==> config.mk <==
export PLATFORM = sky130hd
export DESIGN_NAME = branch_predictor
export DESIGN_NICKNAME = d
export VERILOG_FILES = /design/src/rtl/branch_predictor_pkg.sv /design/src/rtl/bp_queue.sv /design/src/rtl/branch_predictor.sv
export SDC_FILE = /design/constraint.sdc
export NUM_CORES = 1
export LEC_CHECK = 0
export BUFFER_PORTS_ARGS = -buffer_cell sky130_fd_sc_hd__buf_2
export CAP_MARGIN = 0
export CORE_MARGIN = 8
export CORE_UTILIZATION = 43
export DETAILED_ROUTE_END_ITERATION = 10
export PLACE_DENSITY_LB_ADDON = 0.12
export SLEW_MARGIN = 20
export SYNTH_ARGS = -nofsm -noshare
export SYNTH_HDL_FRONTEND = slang
export SYNTH_SLANG_ARGS = --single-unit
==> constraint.sdc <==
create_clock -name clk -period 14.7 [get_ports clk]
set_input_delay 0 -clock clk [delete_from_list [all_inputs] [get_ports clk]]
set_output_delay 0 -clock clk [all_outputs]
set_load 0.005 [all_outputs]
==> src/rtl/branch_predictor_pkg.sv <==
// Shared types for the bimodal branch predictor: counter, queue entry and FSM state.
// The counter update rule lives here so the table and any model agree on saturation.
package branch_predictor_pkg;

    localparam int CRAM_ADDR_W = 16;
    localparam int BP_IDX_W    = 8;

    typedef logic [1:0] bp_ctr_t;

    localparam bp_ctr_t BP_CTR_INIT = 2'b01;

    typedef struct packed {
        logic [BP_IDX_W-1:0] idx;
        logic                pred;
    } bp_entry_t;

    typedef enum logic {
        BP_INIT,
        BP_RUN
    } bp_state_t;

    // Two-bit saturating step: taken climbs toward 3, not-taken falls toward 0.
    function automatic bp_ctr_t bp_ctr_next(input bp_ctr_t ctr, input logic taken);
        bp_ctr_t nxt;
        nxt = ctr;
        if (taken && ctr != 2'b11) begin
            nxt = ctr + 2'd1;
        end else if (!taken && ctr != 2'b00) begin
            nxt = ctr - 2'd1;
        end
        return nxt;
    endfunction

endpackage

==> src/rtl/bp_queue.sv <==
// In-order queue of outstanding predictions. A flush keeps the current pop and
// discards everything younger by snapping the tail onto the advanced head.
module bp_queue #(
    parameter int  DATA_W = 9,
    parameter int  DEPTH  = 4,
    localparam int AW     = $clog2(DEPTH),
    localparam int CW     = AW + 1
) (
    input  logic              clk_i,
    input  logic              rst_i,
    input  logic              push_i,
    input  logic              pop_i,
    input  logic              flush_i,
    input  logic [DATA_W-1:0] wdata_i,
    output logic [DATA_W-1:0] rdata_o,
    output logic [CW-1:0]     count_o,
    output logic              full_o,
    output logic              empty_o
);

    logic [DATA_W-1:0] mem_q [DEPTH];
    logic [AW-1:0]     head_q, head_d;
    logic [AW-1:0]     tail_q, tail_d;
    logic [CW-1:0]     count_q, count_d;

    always_comb begin
        head_d  = pop_i  ? head_q + AW'(1) : head_q;
        tail_d  = push_i ? tail_q + AW'(1) : tail_q;
        count_d = count_q;
        case ({push_i, pop_i})
            2'b10:   count_d = count_q + CW'(1);
            2'b01:   count_d = count_q - CW'(1);
            default: count_d = count_q;
        endcase
        if (flush_i) begin
            tail_d  = head_d;
            count_d = '0;
        end
    end

    always_ff @(posedge clk_i) begin
        if (rst_i) begin
            head_q  <= '0;
            tail_q  <= '0;
            count_q <= '0;
        end else begin
            head_q  <= head_d;
            tail_q  <= tail_d;
            count_q <= count_d;
        end
    end

    always_ff @(posedge clk_i) begin
        if (push_i && !flush_i && !rst_i) begin
            mem_q[tail_q] <= wdata_i;
        end
    end

    assign rdata_o = mem_q[head_q];
    assign count_o = count_q;
    assign full_o  = (count_q == CW'(DEPTH));
    assign empty_o = (count_q == '0);

endmodule

==> src/rtl/branch_predictor.sv <==
// Bimodal branch predictor: 2-bit counter table indexed by word PC, answered
// combinationally, trained in order from a queue of outstanding predictions.
module branch_predictor
    import branch_predictor_pkg::*;
#(
    parameter int      BHT_IDX_W  = BP_IDX_W,
    parameter int      FIFO_DEPTH = 4,
    parameter bp_ctr_t CTR_INIT   = BP_CTR_INIT
) (
    input  logic                   clk,
    input  logic                   rst,
    input  logic                   ce,
    input  logic                   lookup_valid,
    input  logic [CRAM_ADDR_W-1:0] lookup_pc,
    input  logic                   lookup_is_branch,
    output logic                   take_flag,
    input  logic                   resolve_valid,
    input  logic                   resolve_taken,
    input  logic                   resolve_miss,
    output logic                   bp_ready,
    output logic                   bp_full,
    output logic                   err_overflow,
    output logic                   err_underflow,
    output logic [31:0]            stat_pred,
    output logic [31:0]            stat_miss,
    output bp_state_t              dbg_state
);

    localparam int ENTRIES = 1 << BHT_IDX_W;
    localparam int CW      = $clog2(FIFO_DEPTH) + 1;

    bp_ctr_t               bht_q [ENTRIES];
    bp_state_t             state_q;
    logic [BHT_IDX_W-1:0]  ptr_q;
    logic                  bp_ready_q, err_overflow_q, err_underflow_q;
    logic [31:0]           stat_pred_q, stat_miss_q;

    logic [BHT_IDX_W-1:0]  lookup_idx;
    bp_entry_t             push_entry, head_entry;
    logic [CW-1:0]         q_count;
    logic                  q_full, q_empty;
    logic                  run, push_req, pop_req, push_ok, pop_ok, flush;
    logic                  unused_bits;

    assign lookup_idx = lookup_pc[BHT_IDX_W+1:2];
    assign run        = (state_q == BP_RUN);
    assign take_flag  = run & lookup_valid & lookup_is_branch & bht_q[lookup_idx][1];

    // A mispredict marks this cycle's fetch as wrong-path, so it never enters the queue.
    assign push_req = ce & run & ~rst & lookup_valid & lookup_is_branch & ~resolve_miss;
    assign pop_req  = ce & run & ~rst & resolve_valid;
    assign pop_ok   = pop_req & ~q_empty;
    assign push_ok  = push_req & (~q_full | pop_ok);
    assign flush    = pop_ok & resolve_miss;

    assign push_entry.idx  = lookup_idx;
    assign push_entry.pred = bht_q[lookup_idx][1];

    bp_queue #(
        .DATA_W ($bits(bp_entry_t)),
        .DEPTH  (FIFO_DEPTH)
    ) u_queue (
        .clk_i   (clk),
        .rst_i   (rst),
        .push_i  (push_ok),
        .pop_i   (pop_ok),
        .flush_i (flush),
        .wdata_i (push_entry),
        .rdata_o (head_entry),
        .count_o (q_count),
        .full_o  (q_full),
        .empty_o (q_empty)
    );

    // Single write port: the init sweep owns it in INIT, the retiring head in RUN.
    always_ff @(posedge clk) begin
        if (!run) begin
            bht_q[ptr_q] <= CTR_INIT;
        end else if (pop_ok) begin
            bht_q[head_entry.idx] <= bp_ctr_next(bht_q[head_entry.idx], resolve_taken);
        end
    end

    always_ff @(posedge clk) begin
        if (rst) begin
            state_q    <= BP_INIT;
            ptr_q      <= '0;
            bp_ready_q <= 1'b0;
        end else begin
            case (state_q)
                BP_INIT: begin
                    ptr_q <= ptr_q + BHT_IDX_W'(1);
                    if (ptr_q == '1) begin
                        state_q    <= BP_RUN;
                        bp_ready_q <= 1'b1;
                    end
                end
                BP_RUN: begin
                    bp_ready_q <= 1'b1;
                end
                default: begin
                    state_q <= BP_INIT;
                end
            endcase
        end
    end

    always_ff @(posedge clk) begin
        if (rst) begin
            err_overflow_q  <= 1'b0;
            err_underflow_q <= 1'b0;
            stat_pred_q     <= '0;
            stat_miss_q     <= '0;
        end else begin
            if (push_req && !push_ok) err_overflow_q  <= 1'b1;
            if (pop_req && q_empty)   err_underflow_q <= 1'b1;
            if (push_ok)              stat_pred_q     <= stat_pred_q + 32'd1;
            if (flush)                stat_miss_q     <= stat_miss_q + 32'd1;
        end
    end

    assign bp_ready      = bp_ready_q;
    assign bp_full       = (q_count == CW'(FIFO_DEPTH));
    assign err_overflow  = err_overflow_q;
    assign err_underflow = err_underflow_q;
    assign stat_pred     = stat_pred_q;
    assign stat_miss     = stat_miss_q;
    assign dbg_state     = state_q;

    // PC alignment bits, aliased upper bits and the stored prediction are not needed here.
    assign unused_bits = ^{lookup_pc[CRAM_ADDR_W-1:BHT_IDX_W+2], lookup_pc[1:0], head_entry.pred};

endmodule

# Word level (Yosys, flattened, before mapping)
# Memories as Yosys holds them, arrays and structs flattened. A register that Yosys moved wholly into a read port is not among the register bits.
# Index checks and enable logic that the tools add are counted.
# totals
regBits	83
ramBits	548
in_bits	24
output_inout_bits	70
elab_cells	83
mem_count	2
# memory_table
memory	depth	word_bits	read_ports	rd_clocked_by_memory_dff	write_ports	line_no	source
bht_q	256	2	2	0	1	branch_predictor.sv:32	bp_ctr_t bht_q [ENTRIES];
u_queue.mem_q	4	9	1	1	1	bp_queue.sv:21	logic [DATA_W-1:0] mem_q [DEPTH];
# op_classes
addsub	9
n_eq_ne	6
muxes	22
bitwise_logic	18
n_reduce_logical	16
# op_table
operator	n
adder 32 x 1 -> 32 bit, second input constant	2
2-to-1 mux 2 bit	9
bitwise AND 1 bit	12
2-to-1 mux 1 bit	10
adder 8 x 1 -> 8 bit, second input constant	1
equality test 8 bit, second input constant	1
2-to-1 mux 8 bit	1
adder 2 x 1 -> 2 bit, second input constant	3
logical AND 1 bit	6
case mux 3 bit (2 select lines)	1
nonzero test 2 bit	3
inverter 1 bit	5
zero test 1 bit	4
!= test 2 bit, second input constant	2
OR reduction 2 bit	2
adder 3 x 1 -> 3 bit, second input constant	1
equality test 3 bit, second input constant	1
zero test 3 bit	1
subtractor 3 x 1 -> 3 bit, second input constant	1
equality test 2 x 1 -> 1 bit, second input constant	1
equality test 2 bit, second input constant	1
case mux 1 bit (2 select lines)	1
subtractor 2 x 1 -> 2 bit, second input constant	1
OR 1 bit	1

# Logic depth before layout (Yosys ltp)
# logic_depth
word_depth	10
depth_mapped	20
mapped_depth_nobuf	14

# Modules after synthesis
# From an unflattened synthesis, not the netlist that was laid out.
# hier_totals
cells_unflattened	1829
area_unflattened_um2	28318.4
# modules_own_cells
mod	instances	cells_per_inst	area_each_um2	seq_area_each_um2
branch_predictor	1	1736	26601.8	16896.2
bp_queue	1	93	1716.6	1221.2

# Worst setup path before layout
# No wires, ideal clock.
# synth_path
path_type	register -> register
from	reg u_queue.head_q[0] (netlist name)
to	mem bht_q[0][1] (netlist bit), data pin
setup_ns	2.246
arrival_time_ns	13.705
required_time_ns	12.454
slack_ns	-1.251
path_stages_with_launch	18
path_buffers	4
synth_period_minus_slack_ns	15.951
path_cell_list	dfxtp_1 -> buf_6 -> mux4_1 -> buf_4 -> buf_2 -> buf_2 -> mux4_2 -> a2111oi_0 -> nor4_1 -> nand4_1 -> o211ai_1 -> nand2_1 -> inv_1 -> ha_1 -> mux2_2 -> nand2_1 -> o21ai_0 -> a211oi_1
# synth_lines
item	line_no
to (decl)	branch_predictor.sv:32

==> results_dict.tcl <==
set metrics [dict create \
    numCtsBuffers 70 \
    max-cap-violations 0 \
    r2r_cells 16 \
    status "finished clean" \
    netlist_top_cells_area "edfxtp_1 (57%), mux4_2 (11%), dfxtp_1 (5.8%)" \
    final_common_cell "edfxtp_1" \
    grt_antenna_before_repair 1 \
    max-slew-margin-rel 0.202 \
    p_leak_nw 10.9 \
    floorplan.initialDensity 0.434 \
    cts_sinks 627 \
    die_y_um 274 \
    arrival_ns 8.32 \
    final_nets 2114 \
    hold_class "in -> reg" \
    ys_ff_latch 627 \
    yosysWarnings 0 \
    synth.top_cell.area_share 0.572 \
    syn_area_sq_um 28600 \
    placementRows 94 \
    grt_pass1_vias 18100 \
    hold_violations 0 \
    via_count 18000 \
    final_max_slew_viol_count 0 \
    cts.clk_slew.worst_paths_ns 0.06 \
    io_pins 94 \
    worstSetupPathType "reg -> reg" \
    end_kind "flop" \
    period_share 0.545 \
    wl_um 79900 \
    first_pass_iters 7 \
    postCtsResizedCells 0 \
    fp.coreArea_sq_um 65700 \
    portBuffers 85 \
    tns_ns 0 \
    avgSynthCellArea_sq_um 14.2 \
    tritoncts "yes" \
    antenna_left 0 \
    finClkSkew_ns 0.0240 \
    ys_async_sr_fraction 0 \
    track_usage 0.211 \
    cts_buffer_depth 3 \
    hpwl_um 49200 \
    fin_crit_ns 8.02 \
    ir_worst_vdd_uv 73.2 \
    mostFrequentLayoutCells "edfxtp_1 (544), nor2_1 (375), mux2i_1 (144)" \
    synth_area_leader_cell "edfxtp_1" \
    max_clock_freq_ghz 0.125 \
    drt-wirelength-per-cell_um 26.6 \
    cp-start-kind "flop" \
    p_per_area_nw_per_um2 115 \
    num_antenna_cells 0 \
    synth_fp_nets 2039 \
    crit_fanout 98 \
    synthFlopType "edfxtp_1" \
    synth_cell_types 63 \
    htree_levels 3 \
    die-area_sq_um 74900 \
    r2r_slack_ns 6.68 \
    cp.required_ns 15.00 \
    ys_seq_area_frac 0.630 \
    finalSetupViolations 0 \
    cts-root-buf "clkbuf_16" \
    synth-edff-count 544 \
    gp_congestion 0.842 \
    drive_above_1_share 0.176 \
    hold_path_depth 4 \
    netlist_instances 2005 \
    grt_max_degree 128 \
    syn_to_final_growth_pct 12.4 \
    via_per_inst 5.99 \
    grt_pass1_wl_um 119000 \
    clk_latency_ns 0.62 \
    worst_pin_slew_ns 1.19 \
    grt_overflow_total 0 \
    drc 0 \
    drtIter0Drc 1872 \
    final_util 0.488 \
    dieWidth_um 274 \
    grt_setup_unrepaired "false" \
]
-- logic make-up (layout without fill, tap and decap cells) --
family | count (synthesis) | after routing | share of synthesized area
and+or+nand+nor | 695 | 695 | 0.106
DFF | 627 | 627 | 0.630
muxes | 312 | 312 | 0.179
AOI/OAI and AO/OA | 153 | 153 | 0.0366
buffers and inverters | 147 | 277 | 0.0253
xor gates and xnor gates | 61 | 61 | 0.0187
adders and majority gates | 10 | 10 | 0.00464
-- Yosys cell counts (5+ instances only) --
cell type	count
nand3_1	45
buf_1	8
or3_1	17
nand4_1	19
o32ai_1	5
clkbuf_1	66
and3_1	9
nand2_1	138
buf_6	7
nor4_1	19
nor2_1	376
o22ai_1	16
mux4_1	14
inv_1	16
nand2b_1	5
buf_2	38
and2_1	9
xnor2_1	19
mux2_2	14
a311oi_1	8
a211oi_1	17
dfxtp_1	83
a22oi_1	10
mux2i_1	144
edfxtp_1	544
xor2_1	42
nand3b_1	5
a21oi_1	21
ha_1	9
nor3_1	19
buf_4	10
nor2b_1	20
mux4_2	140
a31oi_1	10
o21ai_0	32
-- flip-flops by register name, summed over array words and instances (netlist names) --
register and cells:
stat_miss 32, u_queue.count_o 3, err_underflow 1, bp_ready 1
u_queue.head_q 2, dbg_state 1, u_queue.tail_q 2, err_overflow 1
ptr_q 8, bht_q 512, u_queue.mem_q 32, stat_pred 32
-- cell type report --
cell class              instances  area (sq um)
inverters                      16          60.1
clock buffers                  93          1940
fillers                      5737         33700
repair buffers                134           866
flip-flops and latches        627         18000
multi-input cells            1231          9880
clock inverters                34           269
well taps                     864          1080
-- metal layers --
metal  up-vias  global-route usage  part of all wire
met5         -                   0           0.00016
met4         2              0.0627             0.024
met3       129              0.0375             0.079
met2       714               0.334              0.46
met1      9293               0.297              0.43
li1       7832                   -                 -
-- worst max-delay path: stages (launching register included) --
cell and delay [ns]:
dfxtp_1 0.88, mux4_4 1.00, buf_12 0.32, mux4_1 0.52, mux2i_1 0.14, a22o_1 0.28, a2111oi_0 0.86, nor4_2 0.11
nand3_1 0.23, nand2_1 0.12, ha_1 0.24, mux2_2 0.29, nand2_1 0.07, o21ai_0 0.14, a211oi_4 0.65, buf_4 0.74
buf_4 0.71
-- where the power goes --
group,switching [W],leakage (nW),total [W],internal [W]
Clock,0.000705,1.08,0.00170,0.000999
Sequential,0.00000147,6.12,0.00191,0.00191
Combinational,0.0000503,3.75,0.0000741,0.0000238
Total,0.000757,10.9,0.00369,0.00293
-- metrics by stage --
step,instances,total power [W],hold slack [ns],area (sq um),worst slack [ns]
3_5_place_dp,2858,0.00202,0.274,29700,6.73
5_1_grt,2999,0.00379,0.0741,32100,6.24
2_1_floorplan,2005,0.00199,0.0989,28600,4.39
3_3_place_gp,2857,0.00202,0.272,29700,6.32
4_1_cts,2999,0.00372,0.0142,32100,6.71
6_report,2999,0.00369,0.0345,32100,6.68
-- path summary, 6_finish.rpt --
check | from | endpoint
worst max-delay path | u_queue.head_q[0]$_SDFF_PP0_ | bht_q[39][1]$_DFFE_PP_
worst min-delay path | ce | u_queue.count_o[2]$_SDFFE_PP0P_
worst max register to register | u_queue.head_q[0]$_SDFF_PP0_ | bht_q[39][1]$_DFFE_PP_
worst min register to register | err_underflow$_SDFFE_PP0P_ | err_underflow$_SDFFE_PP0P_
-- what timing repair did --
item                      in CTS  in global routing
hold buffers                  14                  0
setup buffers                  0                  0
hold endpoints to repair      42                  0
Power figures use the tool's default switching activity.
